`src/rtl/serial_frame_tx.sv`:
```
// Parallel-to-serial frame transmitter: sends an (N+1)-bit word MSB first, one bit per DIV clocks,
// with a shift strobe per bit and a frame-complete strobe for a downstream SIPO.
//
// state | meaning
// IDLE  | waiting for din_valid; din_ready high, shift register empty
// SHIFT | bits in flight; divider paces bit_en, bit counter tracks position
// DONE  | one-cycle soc strobe after the last bit has been shifted out
module serial_frame_tx #(
  parameter int N   = 7,
  parameter int DIV = 4
) (
  input  logic       clk,
  input  logic       rst_n,
  input  logic [N:0] din,
  input  logic       din_valid,
  output logic       din_ready,
  output logic       SO,
  output logic       bit_en,
  output logic       soc,
  output logic       busy
);

  localparam int DW = (DIV > 1) ? $clog2(DIV) : 1;
  localparam int BW = $clog2(N + 1);
  localparam logic [DW-1:0] DIV_LAST = DW'(DIV - 1);
  localparam logic [BW-1:0] BIT_LAST = BW'(N);

  typedef enum logic [1:0] {IDLE, SHIFT, DONE} state_t;

  state_t        state, state_nxt;
  logic [N:0]    sreg;
  logic [DW-1:0] div_cnt;
  logic [BW-1:0] bit_cnt;
  logic          accept;

  always_ff @(posedge clk or negedge rst_n) begin
    if (!rst_n) state <= IDLE;
    else        state <= state_nxt;
  end

  always_comb begin
    state_nxt = state;
    din_ready = 1'b0;
    bit_en    = 1'b0;
    soc       = 1'b0;
    busy      = 1'b0;
    accept    = 1'b0;
    case (state)
      IDLE: begin
        din_ready = 1'b1;
        if (din_valid) begin
          accept    = 1'b1;
          state_nxt = SHIFT;
        end
      end
      SHIFT: begin
        busy = 1'b1;
        if (div_cnt == DIV_LAST) begin
          bit_en = 1'b1;
          if (bit_cnt == BIT_LAST) state_nxt = DONE;
        end
      end
      DONE: begin
        busy      = 1'b1;
        soc       = 1'b1;
        state_nxt = IDLE;
      end
      default: state_nxt = IDLE;
    endcase
  end

  // Zero fill on each shift leaves the register empty by DONE, so SO is 0 outside SHIFT.
  always_ff @(posedge clk or negedge rst_n) begin
    if (!rst_n) begin
      sreg    <= '0;
      div_cnt <= '0;
      bit_cnt <= '0;
    end else if (accept) begin
      sreg    <= din;
      div_cnt <= '0;
      bit_cnt <= '0;
    end else if (state == SHIFT) begin
      if (bit_en) begin
        sreg    <= {sreg[N-1:0], 1'b0};
        div_cnt <= '0;
        if (bit_cnt != BIT_LAST) bit_cnt <= bit_cnt + 1'b1;
      end else begin
        div_cnt <= div_cnt + 1'b1;
      end
    end
  end

  assign SO = sreg[N];

endmodule

```
`config.mk`:
```
export PLATFORM = sky130hd
export DESIGN_NAME = serial_frame_tx
export DESIGN_NICKNAME = d
export VERILOG_FILES = /design/src/rtl/serial_frame_tx.sv
export SDC_FILE = /design/constraint.sdc
export NUM_CORES = 1
export LEC_CHECK = 0
export BUFFER_PORTS_ARGS = -buffer_cell sky130_fd_sc_hd__buf_2
export CORE_AREA = 2 2 43 45
export CTS_CLUSTER_SIZE = 40
export DETAILED_ROUTE_END_ITERATION = 6
export DIE_AREA = 0 0 45 47
export GPL_TIMING_DRIVEN = 0
export PLACE_DENSITY = 0.76
export SYNTH_ARGS = -nofsm -noshare
export SYNTH_HDL_FRONTEND = slang
export SYNTH_SLANG_ARGS = --single-unit
```
`constraint.sdc`:
```
create_clock -name clk -period 1.6 [get_ports clk]
set_input_delay 0.32 -clock clk [delete_from_list [all_inputs] [get_ports clk]]
set_output_delay 0.32 -clock clk [all_outputs]
set_load 0.005 [all_outputs]
```
==> results of run 1 <==
==> final cells by class <==
| cell class | count | area, sq um | share of cell area [%] |
|---|---|---|---|
| multi-input cells | 49 | 389 | 40.3 |
| flip-flops and latches | 15 | 375 | 38.9 |
| repair buffers | 20 | 115 | 11.9 |
| clock buffers | 4 | 26.3 | 2.72 |
| plain buffers | 3 | 21.3 | 2.20 |
| well taps | 17 | 21.3 | 2.20 |
| inverters | 3 | 16.3 | 1.69 |
==> worst max-delay path, cell delays in order (launching register included) <==
cell	delay, ps
dfrtp_1	430
ha_4	180
buf_6	120
nand2_8	70
inv_6	30
buf_2	110
==> report_power, final <==
group / internal [mW] / total, mW / switching (mW)
registers: 0.541 / 0.638 / 0.0974
logic: 0.366 / 0.726 / 0.360
clock network: 0.0967 / 0.218 / 0.122
==> flip-flops by register name (all words and copies together) (netlist names) <==
register and count:
sreg 8, state 2, div_cnt 2, bit_cnt 3
==> worst paths after layout <==
check	startpoint	to	slack [ps]	depth (start not counted)
worst max register to register	state[1]$_DFFE_PN0P_	state[0]$_DFFE_PN0P_	90	6
max in group asynchronous	rst_n	sreg[2]$_DFFE_PN0P_	870	2
worst min-delay path	din[0]	sreg[0]$_DFFE_PN0P_	240	3
worst max-delay path	state[0]$_DFFE_PN0P_	bit_en	50	5
min in group asynchronous	rst_n	sreg[4]$_DFFE_PN0P_	480	2
worst min register to register	sreg[0]$_DFFE_PN0P_	sreg[0]$_DFFE_PN0P_	540	2
==> logic make-up (layout without fill, tap and decap cells) <==
kind of cell | after synthesis | count (layout) | share of synthesized area [%]
AOI/OAI and AO/OA | 10 | 10 | 7.39
adders and majority gates | 7 | 7 | 11.3
buffers and inverters | 6 | 30 | 4.82
and+or+nand+nor | 19 | 19 | 11.7
xor gates and xnor gates | 2 | 2 | 2.25
muxes | 11 | 11 | 14.3
DFF | 15 | 15 | 48.2
==> metal layers <==
metal,global-route usage (%),wire [um]
met5,0,0
met3,3.46,48
met4,8.82,10
met2,23.1,722
met1,19.4,635
==> cells in the final DEF, fill, tap and decap left out <==
cell type,n
ha_1,5
inv_6,1
clkbuf_4,3
nor2b_2,1
o21ai_1,5
nor3_1,1
xnor2_1,1
dfrtp_1,15
nand2_1,10
o21ai_0,3
mux2_1,1
mux2i_1,10
buf_6,1
a21oi_2,1
inv_1,1
buf_4,4
ha_4,1
inv_2,1
ha_2,1
buf_2,17
nor2_1,4
clkbuf_1,1
xor2_1,1
nand2_8,1
dlygate4sd3_1,1
o22a_1,1
nand3b_1,1
and2_1,1
==> stage by stage <==
stage	instances	setup TNS, ps	hold slack (ps)
finish	111	0	243
CTS	110	0	234
detailed placement	102	0	243
floorplan	70	0	24.4
global placement	102	0	235
global route	111	-12.5	235
==> repair_timing <==
action / in CTS / in global routing
endpoints found under the hold margin: 15 / 0
setup endpoints to repair: 1 / 1
hold buffers: 1 / 0
gates resized for setup: 1 / 4
setup buffers: 3 / 1
==> cell usage after synthesis, drive strengths merged <==
cell type and count:
dfrtp 15, nand2 11, mux2i 10, o21ai 8
ha 7, nor2 4, buf 3, inv 3
a21oi 1, and2 1, mux2 1, nand3b 1
nor2b 1, nor3 1, o22a 1, xnor2 1
xor2 1
==> out/qor.csv, run 1 <==
stage,metric,value,unit
status,outcome,"finished, final reports clean",
timing,drv_slew,0,
grt,antenna_found_initial,0,
timing,worstMarginPinSlew,342,ps
layout,postLayoutCoreUtil,58.4,%
worst_hold_path,min-delay-path-class,input port to flip-flop,
clocking,clock-sinks,15,
placed_design,gp_congestion,0.701,
critical_path,start_kind,flip-flop,
routing,via_per_inst,4.99,
floorplanning,fp.coreArea,1650,sq um
routing,dr.first_iter.drc_count,6,
timing,setup_slack,54.9,ps
clocking,clk_latency,280,ps
grt,grtUsageTotal,15.0,%
clocking,htree_num_levels,1,
floorplanning,die_w,45,um
layout,fillers,153,
timing,fin_skew,1.80,ps
routing,wl,1420,um
synthesis,syn_nets,88,
synthesis,syn_avg_cell_area,11.1,sq um
grt,grt_start_max_net_pins,16,
routing,drc,0,
placed_design,numPortBuffers,15,
floorplanning,die_area,2120,sq um
power,p_leak,0.494,nW
power,cellPowerDensity,1640,nW/um^2
critical_path,crit_required,1280,ps
grt,grt_pass1_vias,506,
placed_design,post-dp-hpwl,993,um
timing,hold_viol,0,
floorplanning,fp-row-count,15,
flow_run,max_cap_viol_count,0,
synthesis,synthCells,70,
critical_path,crit_arrival,1230,ps
critical_path,endpoint_kind,output pin,
layout,final_cell_area,965,sq um
timing,slew_headroom,77.2,%
placed_design,place_area,875,sq um
clocking,cts_tree,built,
timing,fmax,0.647,GHz
clocking,cts_buffer_depth,2,
floorplanning,dieHeight,47,um
synthesis,yosys-top-cells-area,"dfrtp_1, mux2i_1, ha_1",
routing,drt_pre_antenna_iters,2,
placed_design,preCtsSetupSlack,168,ps
power,p_total,1.58,mW
layout,fin_nets,113,
synthesis,synth_top_area_cell,dfrtp_1,
grt,grt_pass1_wl,2190,um
floorplanning,num_io_pins,16,
synthesis,syn_area,778,sq um
synthesis,yosysWarnings,0,
timing,fin_crit,1550,ps
clocking,root_buffer,clkbuf_4,
critical_path,crit_type,flip-flop to output pin,
clocking,cts_buffers,3,
synthesis,ys_seq_elements,15,
routing,ant_nets,0,
layout,antenna_cells,0,
routing,post_drt_wl_per_cell,12.8,um
timing,fin_crit_sh,96.6,%
synthesis,yosysTopAreaCellShare,48.2,%
grt,overflow,0,
synthesis,ys_seq_area_share,48.2,%
power,vdd.ir_drop.worst,0.601,mV
critical_path,worstPathMaxFanout,4,
timing,finalSetupViolations,0,
floorplanning,initial_core_util,47.1,%
routing,vias,554,
synthesis,synth.distinct_cells,21,
clocking,clkTransAtPathRegs,90,ps
layout,drive_gt1_share,34.0,%
layout,synthToLayoutAreaGrowth,24.0,%
No activity file was read; power rests on OpenSTA's default activity.
==> inputs of run 2 (changes only) <==
==> config.mk (replaced) <==
export PLATFORM = sky130hd
export DESIGN_NAME = serial_frame_tx
export DESIGN_NICKNAME = d
export VERILOG_FILES = /design/src/rtl/serial_frame_tx.sv
export SDC_FILE = /design/constraint.sdc
export NUM_CORES = 1
export LEC_CHECK = 0
export CORE_AREA = 2 2 43 45
export CTS_CLUSTER_SIZE = 40
export DETAILED_ROUTE_END_ITERATION = 6
export DIE_AREA = 0 0 45 47
export DONT_BUFFER_PORTS = 1
export GPL_TIMING_DRIVEN = 0
export PLACE_DENSITY = 0.67
export SYNTH_ARGS = -nofsm -noshare
export SYNTH_HDL_FRONTEND = slang
export SYNTH_SLANG_ARGS = --single-unit
==> run 2 against run 1 <==
Net effect: fmax grew 1.4%; non-clock buffer count fell by 15; first-iteration DRC count is 83% lower; clock skew rose by 2.2 ps; flip-flop and latch count unchanged.
==> out/qor.csv, run 2 (same netlist as run 1, synthesis figures left out) <==
stage,metric,value,unit
power,p_seq_share,42.8,%
layout,regArea,375,sq um
layout,final_cell_mix,"dfrtp_1, mux2i_1, nand2_1, ha_1, o21ai_1",
floorplanning,num_io_pins,16,
clocking,cts_buffers,3,
critical_path,rr_endpoint,state[0]$_DFFE_PN0P_,
critical_path,rr_worst_depth,6,
layout,fin_nets,98,
grt,grt_pass1_wl,1930,um
critical_path,endpoint_kind,output pin,
layout,drive_gt1_share,19.0,%
timing,fmax,0.656,GHz
floorplanning,die_area,2120,sq um
grt,grt_start_max_net_pins,16,
clocking,root_buffer,clkbuf_4,
layout,antenna_cells,0,
critical_path,start_kind,flip-flop,
layout,largest-register,sreg,
worst_hold_path,min_to,sreg[3]$_DFFE_PN0P_,
timing,hold_ws,161,ps
floorplanning,fp.coreArea,1650,sq um
routing,wl,1240,um
clocking,cts_tree,built,
routing,vias,484,
power,swShare,35.1,%
power,vdd.ir_drop.worst,0.634,mV
clocking,htree_num_levels,1,
floorplanning,die_w,45,um
worst_hold_path,holdCritStartpoint,din[3],
placed_design,place_inst,87,
routing,via_per_inst,5.04,
placed_design,post-dp-hpwl,888,um
power,pwr-share-clk,14.2,%
timing,fin_crit_sh,95.3,%
timing,hold_viol,0,
grt,grt_pass1_vias,435,
timing,fin_crit,1520,ps
timing,slew_headroom,55.4,%
clocking,cts_buffer_depth,2,
flow_run,max_cap_viol_count,0,
placed_design,place_area,800,sq um
critical_path,r2r_start,state[1]$_DFFE_PN0P_,
floorplanning,fp-row-count,15,
power,p_leak,0.446,nW
worst_hold_path,min_path_cells,2,
critical_path,crit_arrival,1200,ps
timing,worstMarginPinSlew,667,ps
clocking,clock-sinks,15,
power,power.switching,0.520,mW
power,comb_power_share,43.1,%
routing,drc,0,
floorplanning,initial_core_util,47.1,%
placed_design,numPortBuffers,0,
floorplanning,dieHeight,47,um
routing,post_drt_wl_per_cell,12.9,um
power,cellPowerDensity,1710,nW/um^2
timing,finalSetupViolations,0,
placed_design,gp_congestion,0.649,
layout,multiInputGateArea,365,sq um
power,p_total,1.48,mW
grt,antenna_found_initial,0,
timing,drv_slew,0,
critical_path,worstPathMaxFanout,7,
layout,largest_registers,"sreg (8), bit_cnt (3)",
timing,fin_skew,3.98,ps
status,outcome,"finished, final reports clean",
routing,drt_pre_antenna_iters,2,
layout,layout_commonest_cell,dfrtp_1,
layout,stdcell_count,96,
layout,synthToLayoutAreaGrowth,11.6,%
layout,largest_reg_flops,8,
grt,overflow,0,
layout,fillers,150,
power,p_int,0.962,mW
routing,ant_nets,0,
routing,dr.first_iter.drc_count,1,
critical_path,reg2reg_slack,150,ps
critical_path,crit_type,flip-flop to output pin,
worst_hold_path,min-delay-path-class,input port to flip-flop,
layout,final_cell_area,868,sq um
critical_path,crit_required,1280,ps
grt,grtUsageTotal,13.3,%
clocking,clkTransAtPathRegs,90,ps
clocking,clk_latency,270,ps
==> run 2: cell count changes in the layout (fill, tap and decap cells not counted) <==
cell and change:
ha_4 -1, ha_1 +2, inv_8 +1, ha_2 -1, nand2_4 +1, inv_6 -1, buf_2 -15, nand2_8 -1
==> run 2: worst max-delay path by stage <==
stage,startpoint,end,slack (ps),depth (start not counted)
global route,state[1]$_DFFE_PN0P_,bit_en,-2,5
global placement,state[1]$_DFFE_PN0P_,state[0]$_DFFE_PN0P_,190,5
CTS,state[1]$_DFFE_PN0P_,bit_en,3,5
floorplan,state[0]$_DFFE_PN0P_,state[0]$_DFFE_PN0P_,260,5
detailed placement,state[0]$_DFFE_PN0P_,state[0]$_DFFE_PN0P_,170,5
finish,state[1]$_DFFE_PN0P_,bit_en,80,5
==> run 2: area by class of cell <==
cell class	instances	share of cell area (%)
repair buffers	5	4.61
plain buffers	3	2.45
flip-flops and latches	15	43.2
well taps	17	2.45
inverters	3	2.16
clock buffers	4	3.03
multi-input cells	49	42.1
==> run 2: per-stage QoR <==
stage / TNS (ps) / util, % / setup slack (ps)
after floorplan: 0 / - / 256
after global placement: 0 / 48.4 / 191
after detailed placement: 0 / 48.4 / 173
after CTS: 0 / 51.1 / 3.03
after global routing: -1.72 / 52.6 / -1.72
final: 0 / 52.6 / 76.0
==> run 2: per-layer routing <==
metal	part of all wire, %	global-route usage [%]	routed length, um	vias up
met5	0	0	0	-
met1	46	16.7	569	219
met4	0.97	5.29	12	0
met2	48	21.1	602	8
met3	4.7	4.62	58	2
li1	-	-	-	255
==> run 2: power by group through the flow <==
stage,Sequential (mW),Combinational [mW],Clock [mW]
finish,0.634,0.638,0.210
global route,0.651,0.719,0.240
CTS,0.634,0.592,0.222
detailed placement,0.642,0.557,0
global placement,0.638,0.538,0
floorplan,0.619,0.475,0
==> run 2: repair_timing <==
action / 4_1_cts / 5_1_grt
cloned: 0 / 0
gates resized for setup: 0 / 2
hold buffers: 1 / 0
endpoints found under the setup margin: 1 / 1
buffers inserted: 1 / 3
endpoints found under the hold margin: 15 / 0
==> run 2: worst max-delay path: stages, from the launching register on <==
cell,delay (ps)
dfrtp_1,400
inv_2,80
ha_1,150
buf_6,120
nand2_4,80
inv_8,90
==> inputs of run 3 (changes only) <==
--- a/config.mk
+++ b/config.mk
@@ -11,7 +11,6 @@
 export DIE_AREA = 0 0 45 47
 export DONT_BUFFER_PORTS = 1
 export GPL_TIMING_DRIVEN = 0
-export PLACE_DENSITY = 0.67
 export SYNTH_ARGS = -nofsm -noshare
 export SYNTH_HDL_FRONTEND = slang
 export SYNTH_SLANG_ARGS = --single-unit
==> run 3 against run 2 <==
Net effect: non-clock buffer count fell by 2; die area did not move; flip-flop and latch count did not move; via count rose by 5.2%; combinational power fell by 3.1%; clock power barely moved; critical path type unchanged; critical endpoint unchanged; largest cell class unchanged.
==> out/qor.csv, run 3 (same netlist as run 1, synthesis figures left out) <==
stage,metric,value,unit
clocking,clk_latency,280,ps
timing,fmax,0.645,GHz
clocking,clkTransAtPathRegs,80,ps
power,cellPowerDensity,1700,nW/um^2
worst_hold_path,min_path_cells,2,
routing,ant_nets,0,
power,p_leak,0.425,nW
layout,antenna_cells,0,
timing,fin_skew,1.70,ps
power,vdd.ir_drop.worst,0.632,mV
critical_path,worstPathMaxFanout,7,
timing,slew_headroom,55.1,%
layout,postLayoutCoreUtil,52.2,%
critical_path,crit_arrival,1230,ps
placed_design,place_area,800,sq um
layout,largest_registers,"sreg (8), bit_cnt (3)",
critical_path,start_kind,flip-flop,
routing,post_drt_wl_per_cell,13.5,um
layout,largest_reg_flops,8,
grt,grt_pass1_wl,2040,um
layout,layout_commonest_cell,dfrtp_1,
timing,hold_viol,0,
placed_design,place_inst,87,
worst_hold_path,min-delay-path-class,input port to flip-flop,
grt,grt_pass1_vias,508,
layout,drive_gt1_share,16.9,%
floorplanning,dieHeight,47,um
grt,grt_start_max_net_pins,16,
routing,vias,509,
floorplanning,initial_core_util,47.1,%
timing,worstMarginPinSlew,671,ps
layout,final_cell_mix,"dfrtp_1, mux2i_1, nand2_1, ha_1, o21ai_1",
timing,fin_crit_sh,96.9,%
layout,stdcell_count,94,
critical_path,reg2reg_slack,70,ps
floorplanning,fp-row-count,15,
critical_path,rr_worst_depth,6,
critical_path,crit_type,flip-flop to output pin,
routing,wl,1270,um
flow_run,max_cap_viol_count,0,
layout,largest-register,sreg,
placed_design,gp_congestion,0.758,
routing,dr.first_iter.drc_count,4,
floorplanning,fp.coreArea,1650,sq um
routing,drt_pre_antenna_iters,3,
layout,synthToLayoutAreaGrowth,10.8,%
grt,antenna_found_initial,0,
timing,drv_slew,0,
critical_path,endpoint_kind,output pin,
placed_design,numPortBuffers,0,
floorplanning,die_w,45,um
clocking,cts_buffer_depth,2,
critical_path,r2r_start,state[1]$_DFFE_PN0P_,
critical_path,rr_endpoint,state[0]$_DFFE_PN0P_,
status,outcome,"finished, final reports clean",
critical_path,crit_required,1280,ps
layout,final_cell_area,862,sq um
grt,grtUsageTotal,14.1,%
floorplanning,num_io_pins,16,
worst_hold_path,holdCritStartpoint,din[5],
grt,overflow,0,
placed_design,post-dp-hpwl,882,um
clocking,clock-sinks,15,
timing,fin_crit,1550,ps
routing,via_per_inst,5.41,
floorplanning,die_area,2120,sq um
clocking,cts_buffers,3,
routing,drc,0,
worst_hold_path,min_to,sreg[5]$_DFFE_PN0P_,
clocking,cts_tree,built,
layout,fin_nets,96,
clocking,root_buffer,clkbuf_4,
timing,finalSetupViolations,0,
clocking,htree_num_levels,1,
## run 3: changes by cell type in the layout (fill, tap and decap cells not counted), sizes merged
cell,before,now
buf,7,5
## run 3: cell type report
class                   instances  area, sq um
well taps                      17         21.3
inverters                       3         18.8
flip-flops and latches         15          375
plain buffers                   3         21.3
clock buffers                   4         26.3
multi-input cells              49          374
repair buffers                  3         25.0
fillers                       157          790
## run 3: metal layers
metal / routed length [um] / GRT usage, % / vias up
met3: 71 / 3.46 / 5
li1: - / - / 251
met4: 26 / 8.82 / 0
met2: 644 / 23.1 / 14
met5: 0 / 0 / -
met1: 527 / 16.7 / 239
## run 3: critical path, stage by stage (launching register included)
cell and delay [ps]:
dfrtp_1 420, inv_2 90, ha_1 150, buf_6 130, nand2_8 70, inv_8 90
## run 3: timing repair
action,CTS,global route
resized for setup,1,2
hold buffers,1,0
endpoints found under the setup margin,1,1
setup buffers,0,2
endpoints found under the hold margin,15,0
## run 3: worst max-delay path by stage
stage | startpoint | end | slack, ps | cells past startpoint
3_3_place_gp | state[0]$_DFFE_PN0P_ | state[0]$_DFFE_PN0P_ | 180 | 5
3_5_place_dp | state[0]$_DFFE_PN0P_ | state[0]$_DFFE_PN0P_ | 170 | 5
2_1_floorplan | state[0]$_DFFE_PN0P_ | state[0]$_DFFE_PN0P_ | 260 | 5
6_report | state[1]$_DFFE_PN0P_ | bit_en | 50 | 5
5_1_grt | state[1]$_DFFE_PN0P_ | bit_en | -10 | 5
4_1_cts | state[1]$_DFFE_PN0P_ | bit_en | 30 | 5
## run 3: power by group
part | leakage (nW) | switching, mW | total (mW) | internal, mW
Combinational | 0.220 | 0.320 | 0.618 | 0.298
Clock | 0.0150 | 0.116 | 0.212 | 0.0967
Sequential | 0.190 | 0.0982 | 0.639 | 0.541
Total | 0.425 | 0.534 | 1.47 | 0.936
## run 3: metrics by stage
| step | hold WS, ps | TNS, ps | setup slack [ps] | power (mW) |
|---|---|---|---|---|
| floorplan | 24.4 | 0 | 256 | 1.09 |
| global placement | 24.7 | 0 | 184 | 1.18 |
| detailed placement | 24.7 | 0 | 173 | 1.20 |
| CTS | 154 | 0 | 29.9 | 1.43 |
| global route | 158 | -11.6 | -11.6 | 1.61 |
| finish | 157 | 0 | 49.3 | 1.47 |
